`src/rtl/keypad_scanner.sv`:
```
// Matrix keypad scanner: walks a one-hot row drive, debounces the first key seen
// with one shared counter, and emits a single valid pulse with the key code per press.
module keypad_scanner #(
  parameter int ROWS   = 4,
  parameter int COLS   = 4,
  parameter int delay  = 50000,
  parameter int SETTLE = 4
) (
  input  logic                            ck,
  input  logic                            reset,
  input  logic [COLS-1:0]                 col,
  output logic [ROWS-1:0]                 row,
  output logic [$clog2(ROWS*COLS)-1:0]    code,
  output logic                            valid,
  output logic                            held
);

  localparam int RW = $clog2(ROWS);
  localparam int CW = $clog2(COLS);
  localparam int KW = $clog2(ROWS*COLS);
  localparam int DW = $clog2(delay+1);
  localparam int SW = $clog2(SETTLE+1);

  typedef enum logic [1:0] {
    SCAN,
    DEBOUNCE,
    PRESS,
    RELEASE
  } state_t;

  state_t state, state_next;

  logic [COLS-1:0] col_meta;
  logic [COLS-1:0] cs;
  logic [RW-1:0]   row_idx, row_idx_next, row_idx_inc;
  logic [SW-1:0]   settle, settle_next;
  logic [DW-1:0]   count, count_next;
  logic [CW-1:0]   sel, sel_next, low_col;
  logic [KW-1:0]   code_next;
  logic            key_level;

  // Two-flop synchronizer; the column pins are asynchronous to ck.
  always_ff @(posedge ck) begin
    if (reset) begin
      col_meta <= '0;
      cs       <= '0;
    end else begin
      col_meta <= col;
      cs       <= col_meta;
    end
  end

  always_comb begin
    low_col = '0;
    for (int j = COLS-1; j >= 0; j--) begin
      if (cs[j]) low_col = CW'(j);
    end
  end

  assign row_idx_inc = (row_idx == RW'(ROWS-1)) ? '0 : row_idx + 1'b1;
  assign key_level   = cs[sel];

  always_ff @(posedge ck) begin
    if (reset) begin
      state   <= SCAN;
      row_idx <= '0;
      settle  <= '0;
      count   <= '0;
      sel     <= '0;
      code    <= '0;
    end else begin
      state   <= state_next;
      row_idx <= row_idx_next;
      settle  <= settle_next;
      count   <= count_next;
      sel     <= sel_next;
      code    <= code_next;
    end
  end

  // The settle and debounce counters saturate at their terminal values and never wrap.
  always_comb begin
    state_next   = state;
    row_idx_next = row_idx;
    settle_next  = settle;
    count_next   = count;
    sel_next     = sel;
    code_next    = code;
    case (state)
      SCAN: begin
        if (settle != SW'(SETTLE)) begin
          settle_next = settle + 1'b1;
        end else if (cs == '0) begin
          row_idx_next = row_idx_inc;
          settle_next  = '0;
        end else begin
          sel_next   = low_col;
          count_next = '0;
          state_next = DEBOUNCE;
        end
      end
      DEBOUNCE: begin
        if (!key_level) begin
          settle_next = '0;
          state_next  = SCAN;
        end else if (count == DW'(delay-1)) begin
          count_next = DW'(delay);
          code_next  = KW'(int'(row_idx) * COLS + int'(sel));
          state_next = PRESS;
        end else begin
          count_next = count + 1'b1;
        end
      end
      PRESS: begin
        count_next = '0;
        state_next = RELEASE;
      end
      RELEASE: begin
        if (key_level) begin
          count_next = '0;
        end else if (count == DW'(delay-1)) begin
          count_next   = DW'(delay);
          row_idx_next = row_idx_inc;
          settle_next  = '0;
          state_next   = SCAN;
        end else begin
          count_next = count + 1'b1;
        end
      end
      default: begin
        state_next = SCAN;
      end
    endcase
  end

  assign row   = {{(ROWS-1){1'b0}}, 1'b1} << row_idx;
  assign valid = (state == PRESS);
  assign held  = (state == PRESS) || (state == RELEASE);

endmodule

```
`config.mk`:
```
export PLATFORM = sky130hd
export DESIGN_NAME = keypad_scanner
export DESIGN_NICKNAME = d
export VERILOG_FILES = /design/src/rtl/keypad_scanner.sv
export SDC_FILE = /design/constraint.sdc
export NUM_CORES = 1
export LEC_CHECK = 0
export BUFFER_PORTS_ARGS = -buffer_cell sky130_fd_sc_hd__buf_2
export CORE_MARGIN = 5
export CORE_UTILIZATION = 59
export CTS_CLUSTER_DIAMETER = 60
export DETAILED_ROUTE_END_ITERATION = 16
export PLACE_DENSITY = 0.8
export SYNTH_ARGS = -nofsm -noshare
export SYNTH_HDL_FRONTEND = slang
export SYNTH_SLANG_ARGS = --single-unit
```
`constraint.sdc`:
```
create_clock -name ck -period 3.05 [get_ports ck]
set_input_delay 0 -clock ck [delete_from_list [all_inputs] [get_ports ck]]
set_output_delay 0 -clock ck [all_outputs]
set_load 0.005 [all_outputs]
```
### Yosys cells after proc, flatten, opt, wreduce, memory -nomap -nowiden

Cells that the tools add are included.

* $add $sub $neg: 4
* magnitude comparators: 1
* equal/unequal tests: 15
* bitwise gates (word level): 2
* shift-type cells: 1
* mux-type cells: 31
* reduce and logical (&&, ||, !) cells: 11

Operator list (number)
* $mux 16: 5
* $pmux 16 s4: 1
* $mux 2: 15
* $add 16x1->16 const B: 1
* $eq 16x16->1 const B: 1
* $mux 3: 5
* $reduce_and 5->1: 3
* $ne 2x2->1 const B: 7
* $ne 3x3->1 const B: 3
* $pmux 3 s3: 1
* $reduce_and 3->1: 3
* $pmux 2 s4: 1
* $eq 2x2->1 const B: 3
* $add 4x2->4: 1
* $logic_not 4->1: 1
* $pmux 2 s2: 1
* $shl 1x2->4 const A: 1
* $add 3x1->3 const B: 1
* $lt 2x3->1 const B: 1
* $reduce_bool 3->1: 1
* $add 2x1->2 const B: 1
* $bmux 1 s2: 1
* $eq 2x1->1 const B: 1
* $logic_not 2->1: 1
* other kinds (4): 5

* register bits: 37
* word-level logic and storage cells: 73

### Longest topological paths before layout

Gate-level depths: netlist of run 1.

* depth in word-level cells: 5
* mapped depth: 8
* gate-level depth less buffers: 7

### Worst setup path after synthesis of run 1

OpenSTA, ideal clock, no wires.

* kind: reg2reg
* from: register count[0]
* to: register code[0]
* slack: 1.106 ns
* data required time: 2.922 ns
* cell stages (with the launch flop): 8
* library setup time: 0.128 ns
* buffers on the path: 1
* arrival: 1.817 ns
* path through: dfxtp_1 > ha_1 > and4b_1 > nand4_1 > or4_1 > clkbuf_1 > mux2i_1 > nor2_1

* cells in the longest elaborated chain, start to end: 2

RTL lines
* start: declaration: line 37 `logic [DW-1:0] count, count_next;`
* start signal: assignment: line 75 `count <= count_next;`
* $eq 16x16->1: line 106 `end else if (count == DW'(delay-1)) begin`
* $reduce_and 3->1 (no line)
* end signal: assignment: line 77 `code <= code_next;`
* end: declaration: line 13 `output logic [$clog2(ROWS*COLS)-1:0] code,`

No other way between the ends.
A chain may end at the register's enable or synchronous reset.

### Final worst setup path of run 1

* from: register sel[0]
* to: register count[14]

* cells in the longest elaborated chain, start to end: 4

RTL lines
* start: declaration: line 38 `logic [CW-1:0] sel, sel_next, low_col;`
* start signal: assignment: line 76 `sel <= sel_next;`
* $bmux 1 s2 (*): line 61 `assign key_level = cs[sel];`
* $mux 1 (implied by the code) (*): line 61
* $mux 16 / $ne 2x2->1 (equally long branches)
* $pmux 16 s4 / $reduce_and 3->1 (equally long branches)

Mark *: on every way between the ends. The rest lies on a longest branch, timed or not. The select of a mux whose other input is x is not followed.

==> flow_metrics.env, run 1 <==
export IMPL_synth_distinct_cells=37
export IMPL_cts_sinks=37
export IMPL_synth_nets=222
export IMPL_nNetsFinal=243
export IMPL_whs_ps=46.51
export IMPL_synth_top_area_share_pct=40.77
export IMPL_status="complete, no violations"
export IMPL_max_freq_mhz=487.9
export IMPL_ir_drop_v=0.0003365
export IMPL_n_antenna_cell=0
export IMPL_dp_hpwl_um=2489
export IMPL_seq_area_frac_synth_pct=40.77
export IMPL_clockBufferDepth=2
export IMPL_drt_iter0_drc=84
export IMPL_hold_viol_final=0
export IMPL_cp_end_kind="register"
export IMPL_vias=1496
export IMPL_cts_tree="done"
export IMPL_p_leak_nw=0.7938
export IMPL_required_ps=3320
export IMPL_die_h_um=65.49
export IMPL_hold_path_class="input port to register"
export IMPL_setup_tns_ps=0
export IMPL_r2r_cells=5
export IMPL_postCtsSetupRepairBufs=0
export IMPL_synth_area_um2=1817
export IMPL_antenna_found_initial=0
export IMPL_grt_pass1_vias=1415
export IMPL_max_stage_delay_ps=600
export IMPL_path_depth=5
export IMPL_syn_instance_count=209
export IMPL_whs_path_depth=2
export IMPL_multiInputGateArea_um2=1005
export IMPL_seq_area_um2=740.7
export IMPL_synth_top_cell_by_area="dfxtp_1"
export IMPL_portBuffers=15
export IMPL_hp_start="reset"
export IMPL_start_util_pct=60.50
export IMPL_rows=20
export IMPL_cpLargestDelayFamily="compound AO/OA/AOI/OAI gates"
export IMPL_critical_path_buf_inv_count=1
export IMPL_path_max_fanout=18
export IMPL_final_antenna_net_count=0
export IMPL_cp_slowest_cell="mux4_2"
export IMPL_firstDrtPassIters=4
export IMPL_drc_errors=0
export IMPL_fillCellCount=268
export IMPL_cts_made_buffers=5
export IMPL_cap_viol_max_count=0
export IMPL_tightest_slew_ps=548.4
export IMPL_crit_start="sel[0]"
export IMPL_synth_yosys_warnings=0
export IMPL_finalCriticalPeriod_ps=2050
export IMPL_grt_total_usage_pct=18.51
export IMPL_period_share_pct=67.20
export IMPL_vias_per_cell=5.667
export IMPL_die_width_um=65.49
export IMPL_final_max_slew_viol_count=0
export IMPL_root_buffer="clkbuf_4"
export IMPL_die_area_um2=4289
export IMPL_power_density_nw_per_um2=442.7
export IMPL_ctsHtreeMaxLevel=2
export IMPL_io_pins=16
export IMPL_setup_viol=0
export IMPL_final_common_cell="dfxtp_1"
export IMPL_layout_drive_gt1_share_pct=13.85
export IMPL_ys_ff_latch=37
export IMPL_coreArea_um2=3003
export IMPL_rsz0062_at_grt="false"
export IMPL_grt_pass1_wl_um=6141
export IMPL_critPathKind="register to register"
export IMPL_wire_per_inst_um=13.11
export IMPL_area_growth_pct=12.19
export IMPL_grt_max_degree=24
export IMPL_r2r_start="sel[0]"
export IMPL_skew_ps=14.04
export IMPL_setup_worst_path_start_class="register"
export IMPL_avgSynthCellArea_um2=8.693
export IMPL_totalWireLength_um=3460
export IMPL_layout_common_cells="37 x dfxtp_1, 29 x nor2_1, 20 x nand2_1, 15 x buf_2, 13 x a21oi_1"
export IMPL_clock_latency_ps=350
export IMPL_clk_pin_slew_ps=120
export IMPL_cp_arrival_ps=2320
export IMPL_gr_total_overflow=0
export IMPL_netlist_top_cells_area="dfxtp_1 41%, nor2_1 6.0%, ha_1 4.8%, xnor2_1 4.8%, nand2_1 4.1%"
export IMPL_gp_congestion=0.8695
export IMPL_slew_limit_headroom_pct=63.05
export IMPL_path_cells="mux4_2 -> a221oi_4 -> buf_4 -> o21ai_0 -> a311oi_2"
==> sequential cells by signal, summed over array words and instances, names as in the netlist, named ones only <==
register  cells
sel           2
settle        3
count        16
code          4
cs            4
state         1
col_meta      4
row_idx       2
==> timing repair <==
item | in CTS | in global routing
hold endpoints to repair | 4 | 0
gates resized for setup | 0 | 0
hold buffers | 4 | 0
==> logic make-up after synthesis <==
family | Yosys count | synth area share [%]
muxes | 8 | 5.165
DFF | 37 | 40.77
AOI/OAI and AO/OA | 30 | 11.78
adders and majority gates | 7 | 4.821
and+or+nand+nor | 99 | 28.24
buffers and inverters | 17 | 3.926
xor gates and xnor gates | 11 | 5.303
==> worst register-to-register path, stage by stage (launching register included) <==
cell and delay, ps:
dfxtp_1 390, mux4_2 600, a221oi_4 300, buf_4 270
o21ai_0 200, a311oi_2 220
==> worst paths after layout <==
kind | end | slack (ps)
worst max-delay path | count[14] | 1000
worst min-delay path | sel[1] | 50
worst max register to register | count[14] | 1000
worst min register to register | cs[1] | 450
==> per-stage QoR <==
stage	area (um2)	setup slack, ps	instances	total power [W]	util [%]
after CTS	2038	998.6	264	0.0009150	67.88
after global routing	2038	829.3	264	0.0009557	67.88
after detailed placement	1914	1033	252	0.0005701	63.75
after floorplan	1817	1106	209	0.0005561	-
final	2038	1000	264	0.0009023	67.88
after global placement	1914	1068	252	0.0005683	63.75
==> cell type report <==
cell class	instances	area share, %
Clock inverter	3	2.271
Clock buffer	5	1.842
Multi-Input combinational cell	155	49.29
Tap cell	33	2.026
Timing Repair Buffer	21	6.384
Inverter	10	1.842
Sequential cell	37	36.34
==> report_power, final <==
part	internal (W)	switching, W	total [W]
logic	0.0000276	0.0000326	0.0000602
registers	0.000494	0.00000873	0.000502
clock network	0.000173	0.000166	0.000340
==> layer usage <==
metal	vias to the layer above	part of all wire (%)	track usage, %	wire length, um
met1	671	49	23.27	1697
met3	10	5.3	6.154	183
li1	779	-	-	-
met4	0	1.6	5.440	57
met5	-	0	0	0
met2	36	44	30.09	1522
==> synthesized netlist by cell type <==
library cell and number:
xor2_1 1, nor2b_1 9, o31ai_1 1, nand2_1 20
nand3_1 8, ha_1 7, or4_1 2, nand4_1 3
a311oi_2 1, mux2i_1 6, a221oi_4 1, o211a_1 1
nor4b_1 2, a211oi_1 1, nor3b_1 3, and4_1 3
a21o_2 1, inv_1 10, mux4_2 1, a31oi_1 2
dfxtp_1 37, o311a_1 1, mux2_2 1, nor4_1 6
o21ai_0 5, nor2_4 1, o22a_1 3, buf_6 1
clkbuf_1 6, xnor2_1 10, nor2_1 29, and3b_1 1
nand2_2 1, and4b_1 2, a21oi_1 13, or3_1 3
nor3_1 6
Note: power is estimated with default switching activity, not from simulation.
==> inputs of run 2 (changes only) <==
CORE_UTILIZATION = 52   (was 59)
PLACE_DENSITY = 0.75   (was 0.8)
clock period = 1.85 ns   (was 3.05 ns; I/O delays follow)
==> flow_metrics.env, run 2 (synthesis results as in run 1) <==
export IMPL_die_width_um=69.11
export IMPL_layout_drive_gt1_share_pct=31.44
export IMPL_portBuffers=15
export IMPL_coreArea_um2=3363
export IMPL_endpoint="count[5]"
export IMPL_crit_start="sel[0]"
export IMPL_layout_common_cells="33 x dfxtp_1, 32 x buf_4, 27 x nor2_1, 19 x nand2_1, 15 x buf_2"
export IMPL_p_clk_share_pct=38.5
export IMPL_die_h_um=69.11
export IMPL_status="finished with violations"
export IMPL_io_pins=16
export IMPL_drt_iter0_drc=110
export IMPL_p_sw_w=0.0003522
export IMPL_violations="setup timing"
export IMPL_cp_end_kind="register"
export IMPL_max_stage_delay_ps=550
export IMPL_slew_limit_headroom_pct=66.54
export IMPL_final_common_cell="dfxtp_1"
export IMPL_cp_slowest_cell="mux4_2"
export IMPL_grt_pass1_vias=1535
export IMPL_gr_total_overflow=0
export IMPL_path_cells="mux4_2 -> a221oi_4 -> buf_6 -> nor3_2 -> xnor2_1 -> nor2_1"
export IMPL_grt_total_usage_pct=16.59
export IMPL_start_util_pct=54.02
export IMPL_hold_viol_final=0
export IMPL_period_share_pct=103.0
export IMPL_cts_tree="done"
export IMPL_antenna_found_initial=0
export IMPL_r2r_start="sel[0]"
export IMPL_final_max_slew_viol_count=0
export IMPL_wire_per_inst_um=12.56
export IMPL_whs_path_depth=2
export IMPL_path_depth=6
export IMPL_reg2reg_slack_ps=-60
export IMPL_setup_slack_ps=-55.18
export IMPL_skew_ps=7.095
export IMPL_drc_errors=0
export IMPL_vias=1633
export IMPL_cpLargestDelayFamily="multiplexers"
export IMPL_swShare_pct=22.70
export IMPL_clk_pin_slew_ps=110
export IMPL_rows=21
export IMPL_clockBufferDepth=2
export IMPL_seq_power_share_pct=53.2
export IMPL_hold_path_class="input port to register"
export IMPL_grt_pass1_wl_um=6630
export IMPL_firstDrtPassIters=4
export IMPL_cap_viol_max_count=0
export IMPL_n_antenna_cell=0
export IMPL_grt_max_degree=24
export IMPL_die_area_um2=4776
export IMPL_setup_tns_ps=-322.0
export IMPL_totalWireLength_um=3894
export IMPL_required_ps=2090
export IMPL_critical_path_buf_inv_count=1
export IMPL_dp_hpwl_um=2777
export IMPL_nNetsFinal=276
export IMPL_regMostFlops="count"
export IMPL_finalCriticalPeriod_ps=1905
export IMPL_clock_latency_ps=350
export IMPL_largest_reg_flops=16
export IMPL_cts_made_buffers=5
export IMPL_finalPower_w=0.001551
export IMPL_internal_power_w=0.001199
export IMPL_path_max_fanout=7
export IMPL_ctsHtreeMaxLevel=2
export IMPL_tightest_slew_ps=501.2
export IMPL_setup_worst_path_start_class="register"
export IMPL_cp_arrival_ps=2150
export IMPL_p_comb_share_pct=8.3
export IMPL_worstReg2RegEnd="count[5]"
export IMPL_vias_per_cell=5.268
export IMPL_area_growth_pct=31.75
export IMPL_final_antenna_net_count=0
export IMPL_root_buffer="clkbuf_4"
export IMPL_ir_drop_v=0.0006597
export IMPL_critPathKind="register to register"
export IMPL_r2r_cells=6
export IMPL_setup_viol=13
export IMPL_fin_util_pct=71.17
export IMPL_p_leak_nw=0.9921
export IMPL_cts_sinks=37
export IMPL_max_freq_mhz=524.9
export IMPL_power_density_nw_per_um2=648.1
export IMPL_gp_congestion=0.8900
export IMPL_rsz0062_at_grt="true"
run 2: cell count changes in the layout (fill, tap and decap cells not counted), moves of 2 or more:
| cell | before | now |
|---|---|---|
| a21oi_1 | 13 | 11 |
| a21oi_2 | 0 | 2 |
| buf_4 | 2 | 32 |
| buf_6 | 0 | 3 |
| dfxtp_1 | 37 | 33 |
| dfxtp_2 | 0 | 4 |
| nor2_1 | 29 | 27 |
| nor2_2 | 0 | 2 |
| nor3_1 | 6 | 4 |
| o21ai_0 | 5 | 2 |
| o21ai_1 | 0 | 3 |
| or4_1 | 2 | 0 |
| or4_4 | 0 | 2 |
run 2: power groups by stage:
| stage | registers, W | logic, W | clock network [W] |
|---|---|---|---|
| 2_1_floorplan | 0.000842 | 0.0000746 | 0 |
| 3_3_place_gp | 0.000842 | 0.000109 | 0 |
| 3_5_place_dp | 0.000843 | 0.000111 | 0 |
| 4_1_cts | 0.000825 | 0.000121 | 0.000606 |
| 5_1_grt | 0.000828 | 0.000146 | 0.000648 |
| 6_report | 0.000825 | 0.000129 | 0.000598 |
run 2: what timing repair did:
action | 4_1_cts | 5_1_grt
buffers inserted | 1 | 4
hold endpoints to repair | 4 | 0
pin swaps | 0 | 13
endpoints found under the setup margin | 16 | 22
hold buffers | 4 | 0
cloned | 0 | 0
resized for setup | 4 | 18
run 2: layout make-up:
class                           instances  area (um2)
Clock inverter                          2       37.54
Fill cell                             266       969.7
Inverter                               10       37.54
Clock buffer                            6       51.30
Multi-Input combinational cell        155        1075
Sequential cell                        37       745.7
Tap cell                               46       57.56
Timing Repair Buffer                   54       389.1
run 2: metrics by stage:
step | hold WS [ps] | setup slack (ps) | instance area, um2 | instances
floorplan | 128.2 | -38.48 | 1833 | 209
global placement | 209.4 | -29.44 | 2147 | 293
detailed placement | 211.7 | -82.15 | 2147 | 293
CTS | 53.39 | -42.07 | 2297 | 306
global route | 79.16 | -180.4 | 2394 | 310
finish | 49.18 | -55.18 | 2394 | 310
run 2: metal layers:
layer | vias up | track usage (%) | share of wire, %
met1 | 748 | 21.14 | 47
met3 | 6 | 4.360 | 5.2
met5 | - | 0 | 0
li1 | 839 | - | -
met4 | 0 | 8.026 | 1.4
met2 | 40 | 25.85 | 47
run 2: how the worst min path moves through the flow:
stage,from,endpoint
finish,reset,settle[1]
global route,reset,col_meta[0]
CTS,reset,settle[1]
detailed placement,col[1],col_meta[1]
global placement,col[2],col_meta[2]
floorplan,col[0],col_meta[0]
